--- src/rtl/sram_word_master.sv ---
`default_nettype none
// ============================================================================
// Module   : sram_word_master
// Purpose  : Bus-side initiator for a pair of 8-bit synchronous SRAM banks
//            (even bytes / odd bytes). Converts one 16-bit request into bank
//            strobes, splitting misaligned words over two bank cycles, and
//            returns a registered 16-bit response.
// Revision : 1.0 - initial release
// ============================================================================
module sram_word_master #(
    parameter int ADDR_WIDTH = 16
) (
    input  logic                  clk,
    input  logic                  reset_n,
    input  logic                  req_valid,
    output logic                  req_ready,
    input  logic [ADDR_WIDTH:0]   req_addr,
    input  logic                  req_we,
    input  logic [1:0]            req_be,
    input  logic [15:0]           req_wdata,
    output logic                  rsp_valid,
    output logic [15:0]           rsp_rdata,
    output logic                  e_cs,
    output logic                  e_oe,
    output logic                  e_wr,
    output logic [ADDR_WIDTH-1:0] e_addr,
    output logic [7:0]            e_din,
    input  logic [7:0]            e_q,
    output logic                  o_cs,
    output logic                  o_oe,
    output logic                  o_wr,
    output logic [ADDR_WIDTH-1:0] o_addr,
    output logic [7:0]            o_din,
    input  logic [7:0]            o_q
);

    localparam logic [2:0] S_IDLE = 3'd0;
    localparam logic [2:0] S_ACC1 = 3'd1;
    localparam logic [2:0] S_ACC2 = 3'd2;
    localparam logic [2:0] S_CAP  = 3'd3;
    localparam logic [2:0] S_RESP = 3'd4;

    logic [2:0]            r_state;
    logic [2:0]            w_state_nxt;

    // Latched request fields
    logic [ADDR_WIDTH-1:0] r_word;
    logic                  r_mis;
    logic                  r_we;
    logic [1:0]            r_be;
    logic [7:0]            r_wdata_hi;

    logic                  w_accept;
    logic                  w_need_second;
    logic [ADDR_WIDTH-1:0] w_req_word;
    logic [ADDR_WIDTH-1:0] w_req_word_p1;
    logic [ADDR_WIDTH-1:0] w_word_p1;

    // Next values of the registered bank strobes
    logic                  w_e_cs_nxt;
    logic                  w_o_cs_nxt;
    logic                  w_we_nxt;
    logic [ADDR_WIDTH-1:0] w_e_addr_nxt;
    logic [ADDR_WIDTH-1:0] w_o_addr_nxt;
    logic [7:0]            w_e_din_nxt;
    logic [7:0]            w_o_din_nxt;

    logic [15:0]           w_rdata_map;

    assign req_ready     = (r_state == S_IDLE);
    assign rsp_valid     = (r_state == S_RESP);
    assign w_accept      = req_valid & req_ready;
    assign w_req_word    = req_addr[ADDR_WIDTH:1];
    // Word + 1 wraps naturally at the bank address width
    assign w_req_word_p1 = w_req_word + ADDR_WIDTH'(1);
    assign w_word_p1     = r_word + ADDR_WIDTH'(1);
    // Only a misaligned request with both bytes enabled needs a second cycle
    assign w_need_second = r_mis & (r_be == 2'b11);

    // State register
    always_ff @(posedge clk or negedge reset_n) begin
        if (!reset_n) begin
            r_state <= S_IDLE;
        end else begin
            r_state <= w_state_nxt;
        end
    end

    // Next-state logic
    always_comb begin
        w_state_nxt = r_state;
        case (r_state)
            S_IDLE: begin
                if (w_accept) begin
                    w_state_nxt = (req_be == 2'b00) ? S_RESP : S_ACC1;
                end
            end
            S_ACC1: begin
                if (w_need_second) begin
                    w_state_nxt = S_ACC2;
                end else begin
                    w_state_nxt = r_we ? S_RESP : S_CAP;
                end
            end
            S_ACC2:  w_state_nxt = r_we ? S_RESP : S_CAP;
            S_CAP:   w_state_nxt = S_RESP;
            S_RESP:  w_state_nxt = S_IDLE;
            default: w_state_nxt = S_IDLE;
        endcase
    end

    // Output logic: strobes to present on the banks during the next cycle
    always_comb begin
        w_e_cs_nxt   = 1'b0;
        w_o_cs_nxt   = 1'b0;
        w_we_nxt     = 1'b0;
        w_e_addr_nxt = e_addr;
        w_o_addr_nxt = o_addr;
        w_e_din_nxt  = e_din;
        w_o_din_nxt  = o_din;
        if ((r_state == S_IDLE) && w_accept) begin
            w_we_nxt = req_we;
            if (!req_addr[0]) begin
                // Aligned: both lanes in the same cycle at the same word
                w_e_cs_nxt   = req_be[0];
                w_o_cs_nxt   = req_be[1];
                w_e_addr_nxt = w_req_word;
                w_o_addr_nxt = w_req_word;
                w_e_din_nxt  = req_wdata[7:0];
                w_o_din_nxt  = req_wdata[15:8];
            end else if (req_be[0]) begin
                // Misaligned low byte lives in the odd bank at W
                w_o_cs_nxt   = 1'b1;
                w_o_addr_nxt = w_req_word;
                w_o_din_nxt  = req_wdata[7:0];
            end else if (req_be[1]) begin
                // Misaligned high byte only: even bank at W+1 straight away
                w_e_cs_nxt   = 1'b1;
                w_e_addr_nxt = w_req_word_p1;
                w_e_din_nxt  = req_wdata[15:8];
            end
        end else if ((r_state == S_ACC1) && w_need_second) begin
            w_we_nxt     = r_we;
            w_e_cs_nxt   = 1'b1;
            w_e_addr_nxt = w_word_p1;
            w_e_din_nxt  = r_wdata_hi;
        end
    end

    // Bank strobe registers; oe and wr are both qualified by cs
    always_ff @(posedge clk or negedge reset_n) begin
        if (!reset_n) begin
            e_cs   <= 1'b0;
            e_oe   <= 1'b0;
            e_wr   <= 1'b0;
            e_addr <= '0;
            e_din  <= '0;
            o_cs   <= 1'b0;
            o_oe   <= 1'b0;
            o_wr   <= 1'b0;
            o_addr <= '0;
            o_din  <= '0;
        end else begin
            e_cs   <= w_e_cs_nxt;
            e_oe   <= w_e_cs_nxt & ~w_we_nxt;
            e_wr   <= w_e_cs_nxt & w_we_nxt;
            e_addr <= w_e_addr_nxt;
            e_din  <= w_e_din_nxt;
            o_cs   <= w_o_cs_nxt;
            o_oe   <= w_o_cs_nxt & ~w_we_nxt;
            o_wr   <= w_o_cs_nxt & w_we_nxt;
            o_addr <= w_o_addr_nxt;
            o_din  <= w_o_din_nxt;
        end
    end

    // Latch the request fields needed after the accept cycle
    always_ff @(posedge clk or negedge reset_n) begin
        if (!reset_n) begin
            r_word     <= '0;
            r_mis      <= 1'b0;
            r_we       <= 1'b0;
            r_be       <= 2'b00;
            r_wdata_hi <= '0;
        end else if (w_accept) begin
            r_word     <= w_req_word;
            r_mis      <= req_addr[0];
            r_we       <= req_we;
            r_be       <= req_be;
            r_wdata_hi <= req_wdata[15:8];
        end
    end

    // Lane map of bank read data; disabled lanes read as zero
    always_comb begin
        w_rdata_map = 16'h0000;
        if (r_mis) begin
            w_rdata_map[7:0]  = r_be[0] ? o_q : 8'h00;
            w_rdata_map[15:8] = r_be[1] ? e_q : 8'h00;
        end else begin
            w_rdata_map[7:0]  = r_be[0] ? e_q : 8'h00;
            w_rdata_map[15:8] = r_be[1] ? o_q : 8'h00;
        end
    end

    // Capture read data in CAP, when both banks hold their last read result
    always_ff @(posedge clk or negedge reset_n) begin
        if (!reset_n) begin
            rsp_rdata <= 16'h0000;
        end else if (r_state == S_CAP) begin
            rsp_rdata <= w_rdata_map;
        end
    end

endmodule
`default_nettype wire
--- config.mk ---
export PLATFORM = sky130hd
export DESIGN_NAME = sram_word_master
export DESIGN_NICKNAME = d
export VERILOG_FILES = /design/src/rtl/sram_word_master.sv
export SDC_FILE = /design/constraint.sdc
export NUM_CORES = 1
export LEC_CHECK = 0
export ABC_AREA = 1
export CAP_MARGIN = 40
export CORE_ASPECT_RATIO = 1.4
export CORE_MARGIN = 1.5
export CORE_UTILIZATION = 50
export CTS_CLUSTER_DIAMETER = 200
export DETAILED_ROUTE_END_ITERATION = 8
export PLACE_DENSITY_LB_ADDON = 0.05
export SYNTH_ARGS = -nofsm -noshare
export SYNTH_HDL_FRONTEND = slang
export SYNTH_SLANG_ARGS = --single-unit
--- constraint.sdc ---
create_clock -name clk -period 1.92 [get_ports clk]
set_input_delay 0.48 -clock clk [delete_from_list [all_inputs] [get_ports clk]]
set_output_delay 0.48 -clock clk [all_outputs]
set_load 0.005 [all_outputs]
==> results.sh, run 1 <==
export IMPL_rows=43
export IMPL_finalSetupTns_ns=0
export IMPL_synthTopCellsByCount="nand2_1 (204), dfrtp_1 (101), nor2_1 (76), inv_1 (57), o21ai_0 (37)"
export IMPL_nFillCells=811
export IMPL_start_util_pct=51.9
export IMPL_die_w_um=89.2
export IMPL_place_gp_congestion=0.964
export IMPL_fin_crit_sh_pct=97.0
export IMPL_drtPass1Iterations=4
export IMPL_drt_iter0_markers=209
export IMPL_grt_pass1_wl_um=22800
export IMPL_grt_max_degree=41
export IMPL_crit_required_ns=1.44
export IMPL_synth_main_ff_cell="dfrtp_1"
export IMPL_syn_to_final_growth_pct=42.1
export IMPL_die_h_um=124
export IMPL_path_clk_slew_ns=0.06
export IMPL_fin_skew_ns=0.0105
export IMPL_leakage_uw=0.00346
export IMPL_power_uw=10500
export IMPL_regToRegSetupSlack_ns=0.09
export IMPL_ys_seq_area_share_pct=48.6
export IMPL_portBuffers=126
export IMPL_antenna_found_initial=0
export IMPL_run_status="finished clean"
export IMPL_power_density_nw_per_um2=1420
export IMPL_cts_path_max_buffers=2
export IMPL_antenna_cells=0
export IMPL_cp_startpoint="r_state[1]$_DFFE_PN0P_"
export IMPL_cts_buffers=9
export IMPL_startpoint_type="register"
export IMPL_fin_crit_ns=1.86
export IMPL_cts_tree="done"
export IMPL_root_buffer="clkbuf_16"
export IMPL_drt_antenna_violating_nets=0
export IMPL_hold_viol_final=0
export IMPL_syn_inst=658
export IMPL_ys_top_cells_by_area="dfrtp_1 (49%), nand2_1 (15%), nor2_1 (5.5%)"
export IMPL_yosysTopAreaCell="dfrtp_1"
export IMPL_slew_headroom_pct=62.5
export IMPL_placed_cell_area_sq_um=7060
export IMPL_rsz0062_at_grt="false"
export IMPL_route_detailed_drc=0
export IMPL_dp_hpwl_um=10800
export IMPL_via_per_inst=5.17
export IMPL_slew_viol_final=0
export IMPL_syn_area_sq_um=5200
export IMPL_critPathKind="register to output port"
export IMPL_h_tree_depth=3
export IMPL_cap_violations=0
export IMPL_postLayoutCellArea_sq_um=7390
export IMPL_r2r_cells=10
export IMPL_yosysWarningCount=0
export IMPL_synth_most_common_cell="nand2_1"
export IMPL_crit_fanout=3
export IMPL_synth_edf_count=0
export IMPL_core_area_sq_um=10000
export IMPL_fmax_mhz=537
export IMPL_tightest_slew_ns=0.561
export IMPL_layout_drive_gt1_share_pct=14.8
export IMPL_hp_class="primary input to async pin"
export IMPL_routed_wl_um=14200
export IMPL_grt_pass1_vias=4905
export IMPL_wl_per_cell_um=14.6
export IMPL_vias=5042
export IMPL_ios=127
export IMPL_cts_sinks=101
export IMPL_synth_avg_cell_area_sq_um=7.90
export IMPL_yosys_register_bits=101
export IMPL_whs_ns=0.105
export IMPL_synthDistinctLibCells=35
export IMPL_peakVddDrop_uv=683
export IMPL_grt_overflow=0
export IMPL_track_usage_pct=26.8
export IMPL_netlist_area_leader_share_pct=48.6
export IMPL_fin_nets=892
export IMPL_syn_nets=715
export IMPL_clk_latency_ns=0.34
export IMPL_die_area_sq_um=11000
export IMPL_async_flop_share_pct=100
export IMPL_reg2reg_from="r_state[1]$_DFFE_PN0P_"
export IMPL_cp_arrival_ns=1.38
export IMPL_setup_violations=0
export IMPL_r2r_end="e_addr[1]$_DFFE_PN0P_"
export IMPL_end_kind="output port"
-- metrics by stage --
step,util (%),setup WS [ns],instances
after global routing,73.8,0.000880,975
after floorplan,-,0.449,658
final,73.8,0.0583,975
after global placement,70.5,-0.220,956
after CTS,73.8,0.0448,975
after detailed placement,70.5,-0.220,956
-- cells in the final DEF, fill, tap and decap left out, drive strengths merged --
master and n:
a211oi 1, a21oi 20, a311oi 1, a31oi 21
buf 68, clkbuf 14, clkdlybuf4s50 123, clkinv 1
clkinvlp 2, dfrtp 101, dlygate4sd2 2, ha 2
inv 61, mux2 5, nand2 204, nand3 38
nand3b 4, nand4 7, nor2 91, nor3 3
o211ai 17, o21a 1, o21ai 44, o21bai 2
or2 2, xor2 5
-- worst max-delay path by stage --
stage,to,cells after the start
floorplan,o_addr[15]$_DFFE_PN0P_,5
global placement,e_addr[15]$_DFFE_PN0P_,9
detailed placement,e_addr[15]$_DFFE_PN0P_,9
CTS,req_ready,5
global route,e_addr[11]$_DFFE_PN0P_,11
finish,req_ready,5
-- cells by family (layout without fill, tap and decap cells) --
logic type,count (synthesis),after routing,share of synthesized area (%)
compound gates,107,107,12.9
xor+xnor,5,5,0.843
fa+ha+maj,2,2,0.481
buf+inv,89,271,7.56
flops,101,101,48.6
mux,5,5,1.08
simple gates,349,349,28.6
-- area by class of cell --
type                    instances  area (sq um)  share of cell area [%]
flip-flops and latches        101          2530                    34.2
multi-input cells             468          2280                    30.9
repair buffers                193          1870                    25.3
clock buffers                  14           284                    3.84
inverters                      62           233                    3.15
well taps                     135           169                    2.29
clock inverters                 2          15.0                   0.203
-- state kept, by name, indices dropped and copies added (netlist names), 2 cells and up --
name / flops
r_wdata_hi: 8
e_addr: 16
o_addr: 16
r_word: 16
r_be: 2
e_din: 8
o_din: 8
rsp_rdata: 16
r_state: 3
-- where the power goes --
part	total (uW)	switching, uW	internal, uW
logic	4910	2290	2620
registers	3790	665	3120
clock network	1780	758	1020
total	10500	3710	6770
-- repair_timing --
item / in CTS / in global routing
resized for setup: 5 / 3
hold buffers: 0 / 0
pin swaps: 1 / 0
setup buffers: 3 / 0
setup endpoints to repair: 2 / 3
-- routing by layer --
| layer | share of wire, % | wire length [um] | up-vias | track usage (%) |
|---|---|---|---|---|
| met5 | 0 | 0 | - | 0 |
| met4 | 1.7 | 248 | 0 | 9.33 |
| met3 | 5.8 | 819 | 17 | 4.11 |
| met2 | 51 | 7260 | 178 | 46.1 |
| met1 | 41 | 5900 | 2358 | 34.0 |
| li1 | - | - | 2489 | - |
-- critical path, stage by stage (launching register included) --
cell,delay (ns)
dfrtp_2,0.42
buf_4,0.16
nor2_4,0.09
nand2_1,0.08
inv_2,0.07
dlygate4sd2_1,0.23
Note: power is estimated with default switching activity, not from simulation.
==> inputs of run 2 (changes only) <==
--- a/config.mk
+++ b/config.mk
@@ -7,7 +7,7 @@
 export LEC_CHECK = 0
 export ABC_AREA = 1
 export CAP_MARGIN = 40
-export CORE_ASPECT_RATIO = 1.4
+export CORE_ASPECT_RATIO = 0.7
 export CORE_MARGIN = 1.5
 export CORE_UTILIZATION = 50
 export CTS_CLUSTER_DIAMETER = 200
==> run 2 against run 1 <==
  * Clock-buffer cell count shrank 4
  * Die area is essentially flat
  * Clock power is essentially flat
  * Largest cell class unchanged
  * Largest power group unchanged
  * Highest routed layer unchanged
==> results.sh, run 2 (synthesis results as in run 1) <==
export IMPL_run_status="finished clean"
export IMPL_antenna_cells=0
export IMPL_place_gp_congestion=0.940
export IMPL_grt_max_degree=34
export IMPL_startpoint_type="primary input"
export IMPL_cap_violations=0
export IMPL_slew_viol_final=0
export IMPL_ios=127
export IMPL_cts_hold_buf=0
export IMPL_fin_crit_sh_pct=95.7
export IMPL_portBuffers=126
export IMPL_critPathBufInv=2
export IMPL_cp_arrival_ns=2.06
export IMPL_clk_latency_ns=0.36
export IMPL_hp_class="primary input to async pin"
export IMPL_track_usage_pct=28.3
export IMPL_h_tree_depth=3
export IMPL_wl_per_cell_um=15.6
export IMPL_cp_top_family="buffers and inverters"
export IMPL_routed_wl_um=15200
export IMPL_leakage_uw=0.00347
export IMPL_start_util_pct=52.4
export IMPL_dp_hpwl_um=11300
export IMPL_core_area_sq_um=9910
export IMPL_dp_cells=950
export IMPL_grt_pass1_wl_um=24600
export IMPL_crit_slowest_cell="clkdlybuf4s50_1"
export IMPL_power_density_nw_per_um2=1430
export IMPL_die_h_um=88.3
export IMPL_final_cell_mix="nand2_1 (204), clkdlybuf4s50_1 (122), dfrtp_1 (99), nor2_1 (75), buf_4 (61)"
export IMPL_setup_violations=0
export IMPL_critPathKind="primary input to register"
export IMPL_fin_ws_ns=0.0828
export IMPL_worstPathCellList="clkdlybuf4s50_1, buf_4, nand2_1, nor2_1, xor2_1, nand2_1, o21ai_0, o21ai_0"
export IMPL_grt_overflow=0
export IMPL_dp_slack_ns=-0.280
export IMPL_cts_tree="done"
export IMPL_cts_path_max_buffers=2
export IMPL_crit_path_max_incr_delay_ns=0.51
export IMPL_tightest_slew_ns=0.535
export IMPL_fin_crit_ns=1.84
export IMPL_via_per_inst=5.28
export IMPL_grt_pass1_vias=4864
export IMPL_crit_fanout=5
export IMPL_cts_buffers=9
export IMPL_die_w_um=125
export IMPL_post_layout_nonfiller_instances=970
export IMPL_route_detailed_drc=0
export IMPL_cts_sinks=101
export IMPL_drt_antenna_violating_nets=0
export IMPL_layout_commonest_cell="nand2_1"
export IMPL_finalSetupTns_ns=0
export IMPL_power_uw=10600
export IMPL_syn_to_final_growth_pct=42.0
export IMPL_peakVddDrop_uv=750
export IMPL_slew_headroom_pct=63.9
export IMPL_rows=30
export IMPL_fin_skew_ns=0.00891
export IMPL_die_area_sq_um=11000
export IMPL_crit_required_ns=2.14
export IMPL_path_clk_slew_ns=0.07
export IMPL_end_kind="register"
export IMPL_final_util_pct=74.5
export IMPL_fin_nets=894
export IMPL_vias=5124
export IMPL_hold_viol_final=0
export IMPL_drt_iter0_markers=446
export IMPL_drtPass1Iterations=5
export IMPL_layout_drive_gt1_share_pct=15.2
export IMPL_root_buffer="clkbuf_16"
export IMPL_antenna_found_initial=0
export IMPL_fmax_mhz=544
[run 2: cell type report]
type / count / area, sq um
Timing Repair Buffer: 195 / 1890
Tap cell: 128 / 160
Sequential cell: 101 / 2530
Inverter: 62 / 233
Clock buffer: 10 / 229
Fill cell: 748 / 2530
Clock inverter: 6 / 55.1
Multi-Input combinational cell: 468 / 2290
[run 2: through the flow]
| stage | cell area, sq um | hold WS [ns] |
|---|---|---|
| floorplan | 5200 | 0.184 |
| global placement | 7060 | 0.383 |
| detailed placement | 7060 | 0.386 |
| CTS | 7380 | 0.00869 |
| global route | 7380 | 0.0194 |
| finish | 7380 | 0.0102 |
[run 2: final timing paths]
kind	to	slack [ns]	start	cells after the start
min in group clk	rsp_rdata[12]$_DFFE_PN0N_	0.48	rsp_rdata[12]$_DFFE_PN0N_	2
min	rsp_rdata[9]$_DFFE_PN0N_	0.01	reset_n	1
min reg2reg	rsp_rdata[12]$_DFFE_PN0N_	0.48	rsp_rdata[12]$_DFFE_PN0N_	2
max reg2reg	o_wr$_DFF_PN0_	0.15	r_state[0]$_DFFE_PN0P_	10
max	e_addr[3]$_DFFE_PN0P_	0.08	req_addr[1]	8
max in group asynchronous	o_addr[11]$_DFFE_PN0P_	1.33	reset_n	2
[run 2: power by group]
part | total, uW | internal [uW] | switching [uW]
registers | 3770 | 3120 | 645
clock network | 1800 | 906 | 890
logic | 5030 | 2640 | 2390
total | 10600 | 6660 | 3930
[run 2: routing by layer]
| metal | vias up | GRT usage, % | part of all wire [%] |
|---|---|---|---|
| li1 | 2490 | - | - |
| met1 | 2414 | 40.9 | 48 |
| met2 | 195 | 43.6 | 44 |
| met3 | 25 | 6.05 | 6.8 |
| met4 | 0 | 8.26 | 1.6 |
| met5 | - | 0 | 0 |
[run 2: timing repair]
action | in CTS | in global routing
setup buffers | 4 | 0
pin swaps | 1 | 0
endpoints found under the hold margin | 0 | 0
gates resized for setup | 6 | 5
setup endpoints to repair | 2 | 6
